--- config.mk ---
export PLATFORM = sky130hd
export DESIGN_NAME = note_decoder_seq_flat
export DESIGN_NICKNAME = d
export VERILOG_FILES = /design/src/rtl/note_decoder_seq_if.sv /design/src/rtl/note_decoder_seq.sv /design/src/flat_wrapper.sv
export SDC_FILE = /design/constraint.sdc
export NUM_CORES = 1
export LEC_CHECK = 0
export BUFFER_PORTS_ARGS = -buffer_cell sky130_fd_sc_hd__buf_2
export CAP_MARGIN = 5
export CELL_PAD_IN_SITES_DETAIL_PLACEMENT = 0
export CELL_PAD_IN_SITES_GLOBAL_PLACEMENT = 2
export CORE_AREA = 3 3 100 102
export CTS_CLUSTER_SIZE = 12
export DETAILED_ROUTE_END_ITERATION = 10
export DIE_AREA = 0 0 103 105
export PLACE_DENSITY = 0.85
export SYNTH_ARGS = -nofsm -noshare
export SYNTH_HDL_FRONTEND = slang
export SYNTH_SLANG_ARGS = --single-unit
--- constraint.sdc ---
create_clock -name clk -period 8.6 [get_ports clk]
set_input_delay 1.29 -clock clk [delete_from_list [all_inputs] [get_ports clk]]
set_output_delay 1.29 -clock clk [all_outputs]
set_load 0.02 [all_outputs]
--- src/rtl/note_decoder_seq_if.sv ---
// note_decoder_seq_if: frequency request handshake and note result bundle.
// master drives freq/in_valid; slave (decoder) returns in_ready and results.
interface note_decoder_seq_if #(
  parameter int FREQ_W = 16
);
  logic [FREQ_W-1:0] freq;
  logic              in_valid;
  logic              in_ready;
  logic [7:0]        letter;
  logic [7:0]        sharp;
  logic [7:0]        number;
  logic              err;
  logic              out_valid;

  modport master (
    output freq, in_valid,
    input  in_ready, letter, sharp, number, err, out_valid
  );

  modport slave (
    input  freq, in_valid,
    output in_ready, letter, sharp, number, err, out_valid
  );
endinterface

--- src/rtl/note_decoder_seq.sv ---
// note_decoder_seq: iterative frequency-to-note decoder (octave norm + scan).
// Optional NOTE_STABLE_EN: publish only after STABLE_COUNT agreeing results.
module note_decoder_seq #(
  parameter int FREQ_W       = 16,
  parameter int FRAC_W       = 0,
  parameter int STABLE_COUNT = 2
) (
  input logic               clk,
  input logic               reset,
  note_decoder_seq_if.slave bus
);
  localparam int VW = FREQ_W + 12;

  typedef enum logic [1:0] {IDLE, NORM, SCAN, DONE} state_e;

  typedef struct packed {
    logic [7:0] letter;
    logic [7:0] sharp;
    logic [7:0] number;
    logic       err;
  } note_t;

  localparam note_t NOTE_ERR = '{8'h2D, 8'h20, 8'h2D, 1'b1};
  localparam note_t NOTE_RST = '{8'h2D, 8'h20, 8'h2D, 1'b0};

  localparam logic [VW-1:0] LO  = VW'(65070);
  localparam logic [VW-1:0] TOP = VW'(130140);

  if (FRAC_W < 0 || FRAC_W > 8 || STABLE_COUNT < 1) begin : g_bad_cfg
    $error("note_decoder_seq: illegal parameter");
  end

  function automatic logic [VW-1:0] ubound(input logic [3:0] k);
    case (k)
      4'd0:    ubound = VW'(68938);
      4'd1:    ubound = VW'(73037);
      4'd2:    ubound = VW'(77381);
      4'd3:    ubound = VW'(81981);
      4'd4:    ubound = VW'(86858);
      4'd5:    ubound = VW'(92022);
      4'd6:    ubound = VW'(97495);
      4'd7:    ubound = VW'(103291);
      4'd8:    ubound = VW'(109432);
      4'd9:    ubound = VW'(115940);
      4'd10:   ubound = VW'(122834);
      default: ubound = TOP;
    endcase
  endfunction

  function automatic note_t note_of(input logic [3:0] idx,
                                    input logic [3:0] oct);
    note_t n;
    n.err    = 1'b0;
    n.number = 8'h30 + {4'h0, oct};
    n.sharp  = 8'h20;
    case (idx)
      4'd0, 4'd1:  n.letter = 8'h43;
      4'd2, 4'd3:  n.letter = 8'h44;
      4'd4:        n.letter = 8'h45;
      4'd5, 4'd6:  n.letter = 8'h46;
      4'd7, 4'd8:  n.letter = 8'h47;
      4'd9, 4'd10: n.letter = 8'h41;
      default:     n.letter = 8'h42;
    endcase
    if (idx == 4'd1 || idx == 4'd3 || idx == 4'd6 ||
        idx == 4'd8 || idx == 4'd10)
      n.sharp = 8'h23;
    return n;
  endfunction

  state_e        state_q;
  logic [VW-1:0] v_q;
  logic [3:0]    oct_q;
  logic [3:0]    k_q;
  note_t         res_q;
  logic          ov_q;

  logic          fin;
  note_t         res;
  logic [VW-1:0] uk;

  // fin marks the cycle a conversion resolves; res is its result
  always_comb begin
    fin = 1'b0;
    res = NOTE_ERR;
    uk  = ubound(k_q);
    unique case (state_q)
      NORM: begin
        if (v_q == '0 ||
            (v_q < LO && oct_q == 4'd0) ||
            (v_q >= TOP && oct_q == 4'd9))
          fin = 1'b1;
      end
      SCAN: begin
        if (v_q < uk) begin
          fin = 1'b1;
          res = note_of(k_q, oct_q);
        end
      end
      default: ;
    endcase
  end

`ifdef NOTE_STABLE_EN
  localparam logic [7:0] SC = 8'(STABLE_COUNT);
  note_t      cand_q;
  logic [7:0] cnt_q;
  logic [7:0] cnt_d;
  logic       pub;

  always_comb begin
    if (res == cand_q)
      cnt_d = (cnt_q < SC) ? cnt_q + 8'd1 : cnt_q;
    else
      cnt_d = 8'd1;
    pub = (cnt_d >= SC);
  end
`else
  logic pub;
  assign pub = 1'b1;
`endif

  always_ff @(posedge clk or negedge reset) begin
    if (!reset) begin
      state_q <= IDLE;
      v_q     <= '0;
      oct_q   <= 4'd4;
      k_q     <= 4'd0;
      res_q   <= NOTE_RST;
      ov_q    <= 1'b0;
`ifdef NOTE_STABLE_EN
      cand_q  <= '0;
      cnt_q   <= 8'd0;
`endif
    end else begin
      ov_q <= 1'b0;
      unique case (state_q)
        IDLE: begin
          if (bus.in_valid) begin
            v_q     <= VW'(bus.freq) << (8 - FRAC_W);
            oct_q   <= 4'd4;
            k_q     <= 4'd0;
            state_q <= NORM;
          end
        end
        NORM: begin
          if (fin) begin
            state_q <= DONE;
          end else if (v_q < LO) begin
            v_q   <= v_q << 1;
            oct_q <= oct_q - 4'd1;
          end else if (v_q >= TOP) begin
            v_q   <= v_q >> 1;
            oct_q <= oct_q + 4'd1;
          end else begin
            state_q <= SCAN;
          end
        end
        SCAN: begin
          if (fin) state_q <= DONE;
          else     k_q <= k_q + 4'd1;
        end
        DONE:    state_q <= IDLE;
        default: state_q <= IDLE;
      endcase
      if (fin) begin
`ifdef NOTE_STABLE_EN
        cand_q <= res;
        cnt_q  <= cnt_d;
`endif
        if (pub) begin
          res_q <= res;
          ov_q  <= 1'b1;
        end
      end
    end
  end

  assign bus.in_ready  = (state_q == IDLE);
  assign bus.letter    = res_q.letter;
  assign bus.sharp     = res_q.sharp;
  assign bus.number    = res_q.number;
  assign bus.err       = res_q.err;
  assign bus.out_valid = ov_q;
endmodule

--- src/flat_wrapper.sv ---
// flat-port wrapper written by rule: the top's interface ports become plain ports
module note_decoder_seq_flat 
#(
  parameter int FREQ_W       = 16,
  parameter int FRAC_W       = 0,
  parameter int STABLE_COUNT = 2
)
  (clk, reset, bus_freq, bus_in_valid, bus_in_ready, bus_letter, bus_sharp, bus_number, bus_err, bus_out_valid);
  note_decoder_seq_if #(.FREQ_W(FREQ_W)) bus_i ();
  input logic clk;
  input logic reset;
  input wire logic [$bits(bus_i.freq)-1:0] bus_freq;
  input wire logic [$bits(bus_i.in_valid)-1:0] bus_in_valid;
  output wire logic [$bits(bus_i.in_ready)-1:0] bus_in_ready;
  output wire logic [$bits(bus_i.letter)-1:0] bus_letter;
  output wire logic [$bits(bus_i.sharp)-1:0] bus_sharp;
  output wire logic [$bits(bus_i.number)-1:0] bus_number;
  output wire logic [$bits(bus_i.err)-1:0] bus_err;
  output wire logic [$bits(bus_i.out_valid)-1:0] bus_out_valid;
  assign bus_i.freq = bus_freq;
  assign bus_i.in_valid = bus_in_valid;
  assign bus_in_ready = bus_i.in_ready;
  assign bus_letter = bus_i.letter;
  assign bus_sharp = bus_i.sharp;
  assign bus_number = bus_i.number;
  assign bus_err = bus_i.err;
  assign bus_out_valid = bus_i.out_valid;
  note_decoder_seq #(.FREQ_W(FREQ_W), .FRAC_W(FRAC_W), .STABLE_COUNT(STABLE_COUNT)) u_core (.clk(clk), .reset(reset), .bus(bus_i));
endmodule
==> run_results.csv <==
group,metric,value,unit
grt,grt-busiest-layer,"met2",
sta,setup_viol,0,
power_and_ir_drop,vdd_drop_max,0.131,mV
worst_setup_path,crit_type,"reg2reg",
worst_setup_path,worst_path_max_delay_cell,"nand4_1",
logic_synthesis,ys_types,56,
clock_tree,path_clk_slew,100,ps
status,status,"completed",
logic_synthesis,yosysWarningCount,0,
logic_synthesis,synth_top_area_share,30.1,%
logic_synthesis,yosysSeqAreaShare,35.2,%
clock_tree,clock_latency,320,ps
final_layout,multi_input_area,2090,µm²
grt,grt.overflow.total,0,
grt,grt_pass1_vias,2910,
grt,antenna_found_initial,0,
grt,grt_pass1_wl,14800,µm
worst_hold_path,hold_end,"u_core.bus.letter[5]",
worst_setup_path,regToRegSetupSlack,4470,ps
clock_tree,h-tree-depth,2,
worst_setup_path,r2r-end,"u_core.k_q[3]",
worst_setup_path,path_max_fanout,20,
power_and_ir_drop,internal_power,0.691,mW
clock_tree,clk_path_buf_depth,2,
worst_hold_path,holdPathStages,2,
die,die-width,103,µm
logic_synthesis,ys_top_cells_by_area,"dfrtp_1 (30%), ha_1 (9.8%), dfstp_2 (5.1%), mux2i_1 (4.2%), nand2_1 (3.8%)",
die,start_util,38.9,%
logic_synthesis,synth_compound_area_share,19.7,%
sta,tns,0,ps
worst_setup_path,worstPathArrival,4320,ps
detailed_routing,drt_drc_violations_left,0,
sta,layout_min_cycle_time,4130,ps
logic_synthesis,synth_edf_count,0,
detailed_routing,routed_wl,8840,µm
detailed_routing,vias,2920,
final_layout,final_common_cell,"dfrtp_1",
sta,rsz0062_at_grt,"false",
sta,slew_viol_final,0,
worst_hold_path,worstHoldStart,"u_core.bus.letter[5]",
power_and_ir_drop,power.share.clock,13.7,%
power_and_ir_drop,power_density,333,nW/µm²
sta,timing.final.crit_share,48.0,%
logic_synthesis,synth_top_family_by_area,"compound AO/OA/AOI/OAI gates",
sta,fin_skew,6.29,ps
flow_run,cap_violations,0,
logic_synthesis,synthMuxAreaShare,10.2,%
die,dieArea,10800,µm²
die,ioPinCount,46,
worst_setup_path,crit_top_cell,"ha_1",
clock_tree,cts_hold_buf,0,
worst_setup_path,slowest_delay,630,ps
sta,tightestPinTransition,799,ps
logic_synthesis,synth_fa_ha_area_share,10.3,%
worst_setup_path,cp_cell_sequence,"inv_1 -> ha_1 -> nor2b_1 -> o21ai_0 -> o31ai_1 -> ha_1 -> o21a_1 -> a211oi_1 -> nand3b_1 -> nand4_1 -> and2_1 -> a221oi_1",
final_layout,diodes,0,
sta,worst_slack,4470,ps
logic_synthesis,synth_flop_cell,"dfrtp_1",
power_and_ir_drop,p_leak,1.70,nW
placed_design,dp_hpwl,6460,µm
placed_design,pre_cts_slack,4460,ps
worst_setup_path,cp-start-kind,"flop",
worst_setup_path,r2r-start,"u_core.k_q[0]",
clock_tree,cts_tree,"yes",
detailed_routing,wl_per_cell,16.9,µm
worst_setup_path,end_kind,"flop",
detailed_routing,avgViaCountPerCell,5.57,
logic_synthesis,yosysTopAreaCell,"dfrtp_1",
sta,fmax,242,MHz
logic_synthesis,yosys.area_share.xor_xnor,0.489,%
die,die-height,105,µm
grt,use_met3,2.40,%
worst_setup_path,reg2reg_depth,12,
clock_tree,cts-root-buf,"clkbuf_8",
logic_synthesis,synthArstFlopShare,100,%
grt,grtUsageMet1,24.7,%
logic_synthesis,avgSynthCellArea,9.11,µm²
final_layout,syn_to_final_growth,8.28,%
logic_synthesis,synthCells,393,
power_and_ir_drop,swShare,46.5,%
detailed_routing,drtPass1Iterations,4,
logic_synthesis,synth_area,3580,µm²
grt,grt_max_degree,51,
final_layout,drive_above_1_share,16.5,%
logic_synthesis,synthSimpleGateAreaFrac,16.1,%
clock_tree,numCtsBuffers,5,
detailed_routing,antenna_left,0,
power_and_ir_drop,pwr-share-comb,52.2,%
die,core_area,9200,µm²
sta,slew_headroom,46.6,%
power_and_ir_drop,p_switching,0.601,mW
logic_synthesis,synth_seq_cells,50,
final_layout,nFillCells,930,
worst_setup_path,cp.required,8790,ps
final_layout,fin_nets,460,
placed_design,routabilityCongestion,0.839,
worst_hold_path,hold_path.class,"reg2reg",
grt,grt_util_all_layers,17.0,%
final_layout,layout_common_cells,"dfrtp_1 (43), nand2_1 (36), buf_2 (34), nor2_1 (32), ha_1 (28)",
die,core.rowCount,35,
sta,hold_viol,0,
clock_tree,cts_setup_buffers,0,
final_layout,regArea,1260,µm²
detailed_routing,drt_iter0_drc,161,
clock_tree,clock-sinks,50,
placed_design,port_buffers,34,
clock_tree,post_cts_resized,0,
grt,grt_util_met2,25.6,%
power_and_ir_drop,seqPwrFrac,34.0,%
synthesized netlist by cell type (4+ instances only):
cell type   n
nand4_1     7
buf_2       4
o21a_1      4
o22a_1      7
a21o_1      4
o221ai_1    5
inv_1      22
nor2_1     32
and3_1      6
nor3_1      7
clkbuf_1   12
nor4_1      5
o2bb2ai_1  11
o21ai_0    19
buf_4      14
and2_1      5
mux2_1      8
a21oi_1    26
dfrtp_1    43
nand2_1    36
mux2_2     11
dfstp_2     7
mux2i_1    15
ha_1       28
nand3_1     8
state kept, by name (all words and copies together), names as in the netlist:
signal,cells
u_core.bus.letter,4
u_core.bus.sharp,1
u_core.k_q,4
u_core.state_q,2
u_core.oct_q,4
u_core.v_q,28
u_core.bus.err,1
u_core.bus.number,5
u_core.bus.out_valid,1
through the flow:
stage	hold WS (ps)	power [mW]	utilization (%)	cell area, µm²	std cells
after floorplan	473	0.939	-	3610	402
after global placement	466	1.11	40.9	3760	516
after detailed placement	479	1.12	40.9	3760	516
after CTS	504	1.30	42.1	3880	524
after global routing	523	1.42	42.1	3880	524
final	496	1.29	42.1	3880	524
power groups by stage:
stage / Sequential, mW / Combinational, mW / Clock (mW)
finish: 0.440 / 0.675 / 0.178
detailed placement: 0.444 / 0.674 / 0
CTS: 0.439 / 0.677 / 0.181
global route: 0.458 / 0.769 / 0.192
floorplan: 0.408 / 0.531 / 0
global placement: 0.442 / 0.664 / 0
logic make-up (layout without fill, tap and decap cells):
family                     count (synthesis)  count (layout)
DFF                                       50              50
other                                      2              11
AOI/OAI and AO/OA                        101             101
adders and majority gates                 29              29
and+or+nand+nor                          119             119
muxes                                     34              34
buffers and inverters                     56              67
xor gates and xnor gates                   2               2
area by class of cell:
| type | count | area share (%) |
|---|---|---|
| clock inverter | 3 | 1.13 |
| timing repair buffer | 37 | 4.97 |
| inverter | 22 | 2.13 |
| sequential | 50 | 32.5 |
| tap | 111 | 3.58 |
| clock buffer | 5 | 1.78 |
| multi-input combinational | 296 | 53.9 |
worst max path at each step:
stage	to	from	cells after the start	slack, ps
detailed placement	u_core.k_q[3]	u_core.k_q[0]	12	4460
global placement	u_core.k_q[3]	u_core.k_q[0]	13	4560
global route	u_core.k_q[3]	u_core.k_q[0]	13	4120
CTS	u_core.k_q[3]	u_core.k_q[0]	12	4430
floorplan	u_core.v_q[10]	u_core.k_q[1]	15	5240
finish	u_core.k_q[3]	u_core.k_q[0]	12	4470
per-layer routing:
layer	vias up	share of wire (%)
met5	-	0
met4	0	2.7
met3	19	3.4
met2	70	45
met1	1387	49
li1	1444	-
worst max-delay path: cells and delay by family (launching register included):
| family | cells | cell delay [ps] |
|---|---|---|
| AND/OR/NAND/NOR | 4 | 1500 |
| AO/OA/AOI/OAI | 5 | 1130 |
| adder cells (fa/ha/maj) | 2 | 630 |
| flip-flops | 1 | 570 |
| buffers and inverters | 1 | 170 |
Power figures use the tool's default switching activity.
